### src/rtl/vga_sync_controller.sv
// vga_sync_controller: 640x480@60 raster counters, sync/blank generation, colour expansion and DAC output stage.
// Defining VGA_TEST_PATTERN_EN builds an internal colour-bar source selected by testPattern.
`timescale 1ns/1ps
module vga_sync_controller #(
    parameter int PIPE_DELAY = 1,
    parameter int H_VISIBLE  = 640,
    parameter int H_FP       = 16,
    parameter int H_SYNC     = 96,
    parameter int H_BP       = 48,
    parameter int V_VISIBLE  = 480,
    parameter int V_FP       = 10,
    parameter int V_SYNC     = 2,
    parameter int V_BP       = 33
) (
    input  logic        clk,
    input  logic        resetN,
    input  logic [7:0]  RGBIn,
    input  logic        testPattern,
    output logic [10:0] pixelX,
    output logic [10:0] pixelY,
    output logic        startOfFrame,
    output logic        vgaHS,
    output logic        vgaVS,
    output logic        vgaBlankN,
    output logic [7:0]  vgaR,
    output logic [7:0]  vgaG,
    output logic [7:0]  vgaB
);

    localparam logic [10:0] H_LAST       = 11'(H_VISIBLE + H_FP + H_SYNC + H_BP - 1);
    localparam logic [10:0] V_LAST       = 11'(V_VISIBLE + V_FP + V_SYNC + V_BP - 1);
    localparam logic [10:0] H_SYNC_START = 11'(H_VISIBLE + H_FP);
    localparam logic [10:0] H_SYNC_END   = 11'(H_VISIBLE + H_FP + H_SYNC);
    localparam logic [10:0] V_SYNC_START = 11'(V_VISIBLE + V_FP);
    localparam logic [10:0] V_SYNC_END   = 11'(V_VISIBLE + V_FP + V_SYNC);
    localparam logic [10:0] H_VIS        = 11'(H_VISIBLE);
    localparam logic [10:0] V_VIS        = 11'(V_VISIBLE);

    // r_running holds the counters at (0,0) for the first edge after reset release,
    // so (0,0) is presented for one full cycle before counting starts.
    logic        r_running;
    logic [10:0] r_pixel_x;
    logic [10:0] r_pixel_y;

    always_ff @(posedge clk or negedge resetN) begin
        if (!resetN) begin
            r_running <= 1'b0;
            r_pixel_x <= '0;
            r_pixel_y <= '0;
        end else begin
            // NOTE: non-blocking assignments keep every register reading the pre-edge value of the others.
            r_running <= 1'b1;
            if (r_running) begin
                if (r_pixel_x == H_LAST) begin
                    r_pixel_x <= '0;
                    r_pixel_y <= (r_pixel_y == V_LAST) ? 11'd0 : r_pixel_y + 11'd1;
                end else begin
                    r_pixel_x <= r_pixel_x + 11'd1;
                end
            end
        end
    end

    assign pixelX       = r_pixel_x;
    assign pixelY       = r_pixel_y;
    assign startOfFrame = r_running && (r_pixel_x == 11'd0) && (r_pixel_y == 11'd0);

    logic w_hs_raw;
    logic w_vs_raw;
    logic w_active_raw;

    assign w_hs_raw     = !(r_running && (r_pixel_x >= H_SYNC_START) && (r_pixel_x < H_SYNC_END));
    assign w_vs_raw     = !(r_running && (r_pixel_y >= V_SYNC_START) && (r_pixel_y < V_SYNC_END));
    assign w_active_raw = r_running && (r_pixel_x < H_VIS) && (r_pixel_y < V_VIS);

    // Timing delay line: the last stage lines up with the drawer's RGBIn for the same coordinate.
    logic [PIPE_DELAY-1:0] r_hs_dly;
    logic [PIPE_DELAY-1:0] r_vs_dly;
    logic [PIPE_DELAY-1:0] r_act_dly;

    always_ff @(posedge clk or negedge resetN) begin
        if (!resetN) begin
            r_hs_dly  <= '1;
            r_vs_dly  <= '1;
            r_act_dly <= '0;
        end else begin
            r_hs_dly[0]  <= w_hs_raw;
            r_vs_dly[0]  <= w_vs_raw;
            r_act_dly[0] <= w_active_raw;
            for (int i = 1; i < PIPE_DELAY; i++) begin
                r_hs_dly[i]  <= r_hs_dly[i-1];
                r_vs_dly[i]  <= r_vs_dly[i-1];
                r_act_dly[i] <= r_act_dly[i-1];
            end
        end
    end

    logic [7:0] w_pixel;

`ifdef VGA_TEST_PATTERN_EN
    logic [2:0] r_bar_dly [PIPE_DELAY];
    logic [2:0] w_bar_k;

    always_ff @(posedge clk or negedge resetN) begin
        if (!resetN) begin
            // NOTE: this array is a short shift register, not a RAM, so resetting every entry is cheap and keeps it deterministic.
            for (int i = 0; i < PIPE_DELAY; i++) begin
                r_bar_dly[i] <= '0;
            end
        end else begin
            r_bar_dly[0] <= r_pixel_x[8:6];
            for (int i = 1; i < PIPE_DELAY; i++) begin
                r_bar_dly[i] <= r_bar_dly[i-1];
            end
        end
    end

    assign w_bar_k = r_bar_dly[PIPE_DELAY-1];
    assign w_pixel = testPattern ? {{2{w_bar_k[0]}}, {3{w_bar_k[1]}}, {3{w_bar_k[2]}}} : RGBIn;
`else
    logic w_unused_test_pattern;

    assign w_unused_test_pattern = testPattern;
    assign w_pixel               = RGBIn;
`endif

    logic [1:0] w_b;
    logic [2:0] w_r;
    logic [2:0] w_g;

    assign {w_b, w_r, w_g} = w_pixel;

    logic       r_vga_hs;
    logic       r_vga_vs;
    logic       r_vga_blank_n;
    logic [7:0] r_vga_r;
    logic [7:0] r_vga_g;
    logic [7:0] r_vga_b;

    // Sync, blank and colour share one register stage so they reach the DAC on the same edge.
    always_ff @(posedge clk or negedge resetN) begin
        if (!resetN) begin
            r_vga_hs      <= 1'b1;
            r_vga_vs      <= 1'b1;
            r_vga_blank_n <= 1'b0;
            r_vga_r       <= '0;
            r_vga_g       <= '0;
            r_vga_b       <= '0;
        end else begin
            r_vga_hs      <= r_hs_dly[PIPE_DELAY-1];
            r_vga_vs      <= r_vs_dly[PIPE_DELAY-1];
            r_vga_blank_n <= r_act_dly[PIPE_DELAY-1];
            if (r_act_dly[PIPE_DELAY-1]) begin
                r_vga_r <= {w_r, w_r, w_r[2:1]};
                r_vga_g <= {w_g, w_g, w_g[2:1]};
                r_vga_b <= {w_b, w_b, w_b, w_b};
            end else begin
                r_vga_r <= '0;
                r_vga_g <= '0;
                r_vga_b <= '0;
            end
        end
    end

    assign vgaHS     = r_vga_hs;
    assign vgaVS     = r_vga_vs;
    assign vgaBlankN = r_vga_blank_n;
    assign vgaR      = r_vga_r;
    assign vgaG      = r_vga_g;
    assign vgaB      = r_vga_b;

endmodule

### config.mk
export PLATFORM = sky130hd
export DESIGN_NAME = vga_sync_controller
export DESIGN_NICKNAME = d
export VERILOG_FILES = /design/src/rtl/vga_sync_controller.sv
export SDC_FILE = /design/constraint.sdc
export NUM_CORES = 1
export LEC_CHECK = 0
export CAP_MARGIN = 10
export CORE_MARGIN = 2
export CORE_UTILIZATION = 46
export DETAILED_ROUTE_END_ITERATION = 10
export GPL_ROUTABILITY_DRIVEN = 1
export PLACE_DENSITY_LB_ADDON = 0.2
export SYNTH_ARGS = -nofsm -noshare
export SYNTH_HDL_FRONTEND = slang
export SYNTH_SLANG_ARGS = --single-unit
### constraint.sdc
create_clock -name clk -period 2.1 [get_ports clk]
set_input_delay 0.315 -clock clk [delete_from_list [all_inputs] [get_ports clk]]
set_output_delay 0.315 -clock clk [all_outputs]
set_load 0.02 [all_outputs]
==> results of run 1 <==
[power breakdown]
group / switching, µW / internal (µW) / total [µW]
combinational: 291 / 265 / 556
clock: 241 / 230 / 471
sequential: 38.0 / 771 / 809
total: 570 / 1270 / 1840
[logic make-up after synthesis]
kind of cell | Yosys count | synth area share, %
other cells | 1 | 0.199
compound gates | 24 | 7.36
flops | 37 | 49.3
mux | 3 | 1.86
fa+ha+maj | 5 | 3.32
buf+inv | 28 | 10.0
xor+xnor | 8 | 3.71
simple gates | 76 | 24.2
[per-layer routing]
layer	vias to the layer above	track usage, %
li1	754	-
met4	0	6.75
met5	-	0
met1	760	23.8
met3	7	5.43
met2	65	34.6
[worst paths after layout]
path	start	slack (ps)	to	cells after the start
min in group clk	r_hs_dly	360	vgaHS	0
max in group asynchronous	resetN	1480	pixelY[10]	1
setup / recovery	pixelY[0]	190	startOfFrame	6
hold reg to reg	r_hs_dly	360	vgaHS	0
hold / removal	resetN	110	r_running	1
setup reg to reg	pixelX[0]	220	pixelY[10]	6
[synth_stat cells (all sizes together)]
master / n
o31ai: 4
and3: 3
mux2: 1
conb: 1
xnor2: 4
nand2: 12
inv: 5
buf: 20
nor4b: 2
nor3: 7
o22ai: 1
a31oi: 3
mux2i: 2
or4: 1
or2: 1
or3: 2
nand4: 10
and4: 2
dfstp: 4
and2: 10
a21oi: 2
nand2b: 2
and4b: 1
nor4: 1
nand3: 11
dfrtp: 33
xor2: 4
o21ai: 13
nor2: 9
and4bb: 2
ha: 5
o2111ai: 1
clkbuf: 3
[flip-flops by register name, indices dropped and copies added (netlist names)]
register and cells:
pixelY 11, r_act_dly 1, r_vs_dly 1, vgaG 3, vgaVS 1, vgaBlankN 1
pixelX 11, r_running 1, r_hs_dly 1, vgaB 2, vgaHS 1, vgaR 3
[critical path, stage by stage, from the launching register on]
cell and delay [ps]:
dfrtp_1 400, inv_1 100, ha_1 150, nor4b_2 260
nand2_1 100, nor2_1 120, clkbuf_2 180
[final cells by class]
| type | count | area share (%) |
|---|---|---|
| multi-input combinational | 117 | 29.5 |
| sequential | 37 | 35.5 |
| tap | 50 | 2.39 |
| clock buffer | 6 | 2.77 |
| timing repair buffer | 82 | 28.7 |
| clock inverter | 2 | 0.382 |
| inverter | 5 | 0.716 |
[timing repair]
action	CTS	global route
pin swaps	0	0
hold endpoints to repair	0	0
resized for setup	2	2
setup endpoints to repair	1	1
[metrics by stage]
| stage | total power (µW) | std cells | utilization [%] |
|---|---|---|---|
| 4_1_cts | 1850 | 299 | 66.1 |
| 6_report | 1840 | 299 | 66.0 |
| 3_5_place_dp | 1370 | 291 | 63.9 |
| 5_1_grt | 1940 | 299 | 66.0 |
| 3_3_place_gp | 1360 | 291 | 63.9 |
| 2_1_floorplan | 1110 | 182 | - |
==> key figures, run 1 <==
Floorplan
  • Die width: 68.0 µm
  • I/O pin total: 61
  • Core box area: 0.00397 mm²
  • Vert. Die Dim: between 60 and 70 µm
  • Initial Util: between 40% and 50%
  • Num rows: 23
  • Die ar.: 0.00463 mm²

Global route
  • First-pass GRT wire length: 6810 µm
  • Initial antenna violation count: 0
  • GRT Total Usage: 20.0%
  • Total congestion overflow: 0
  • Number of global-route vias before repair: 1482
  • Pin count of the biggest net entering global routing: 38

Power and ir drop
  • Total leakage power: 0.00115 µW
  • VDD IR max: between 500 and 600 µV
  • PD cells: approximately 700 mW/mm²

Layout
  • Commonest non-fill, non-tap cell in the layout: clkdlybuf4s50_1
  • Most frequent cells in the layout: clkdlybuf4s50_1 (57), dfrtp_1 (33), buf_4 (23), nand2_1 (12)
  • Nets: 264
  • Layout cells sized above 1: around 17%
  • Seq. cell area: around 930 µm²
  • Design Area, Final: 0.00262 mm²
  • Area grow syn2layout: 38.9%
  • Footprint of the multi-input gates: roughly 770 µm²
  • Fillcell total: 310
  • Antenna fix cells: 0

Placement
  • GP Congestion: 0.855
  • Post-DP Area: 0.00254 mm²
  • Worst slack, placed: 1.12 ps
  • Post-DP HPWL: ~3200 µm
  • # port buffers: 59

Timing
  • RSZ-0062 raised after global routing: false
  • Max-slew violation count: 0
  • Tmin final: ~1900 ps
  • Hold_ws: 106 ps
  • Fin crit share: 90.8%
  • Final hold viol count: 0
  • TNS Setup: 0 ps
  • Clock skew: 8.47 ps
  • # setup viols final: 0
  • Max_slew headroom: a little under half
  • Final Worst Setup Slack: 192 ps
  • Fmax: 0.524 GHz
  • Worst-Margin Slew: between 700 and 800 ps

Logic synthesis
  • Synth area leaders: dfrtp_1 (44%), buf_4 (6.4%), dfstp_2 (5.6%)
  • Synth top area share: 43.8%
  • Post-Syn Instances: about 180
  • Post-synthesis sequential area ratio: between 40 and 50%
  • Syn_area_per_cell: between 10 and 15 µm²
  • Yosys cell types: 40
  • Syn. warnings: 0
  • Synth area leader: dfrtp_1
  • Mapped cell area: 0.00189 mm²
  • Net Count, Synth: roughly 200
  • Seq cells post-synth: 37

Worst setup path
  • WP data required: 1780 ps
  • Max Fanout on Critical Path: 2
  • CP arrival: between 1500 and 2000 ps
  • CP endpoint kind: primary output
  • Startpoint Class: flop
  • Crit Path Class: reg -> out

Detailed routing
  • Post-Route M1 WL: 1800 µm
  • First-pass iteration count of the detailed router: 5
  • Final ANT Viol Nets: 0
  • First-iteration detailed-routing DRC count: 87
  • Final wirelength: approximately 4200 µm
  • DRC Markers: 0
  • WL met3: 317 µm
  • Via Count: 1586
  • Drt via density: ~5.3
  • DR WL/cell: roughly 14 µm
  • Top Metal Used: met4
  • Met2 WL: slightly above 2000 µm

CTS
  • Clock Root Buffer: clkbuf_8
  • TritonCTS clock tree: yes
  • Hold Buf Count CTS: 0
  • Worst-skew pair later-pin latency: 290 ps
  • H-tree Lvls: 2
  • TritonCTS Sinks: 37
  • Post-CTS Setup Repair Bufs: 0
  • Longest Clk Path Bufs: 2
  • CTS buffer count: 5
  • Clock-pin transition on the worst setup and hold timing paths: 70 ps

Min path
  • Min-Delay Path Class: in -> async

Job
  • Max-Cap Viols: 0

Run status
  • Status: complete, no violations
Note: power is estimated with default switching activity, not from simulation.
==> run 2, diff against run 1 <==
--- a/config.mk
+++ b/config.mk
@@ -5,7 +5,6 @@
 export SDC_FILE = /design/constraint.sdc
 export NUM_CORES = 1
 export LEC_CHECK = 0
-export CAP_MARGIN = 10
 export CORE_MARGIN = 2
 export CORE_UTILIZATION = 46
 export DETAILED_ROUTE_END_ITERATION = 10
==> results of run 2 <==
Final layout, timing and power as in run 1 (identical DEF).
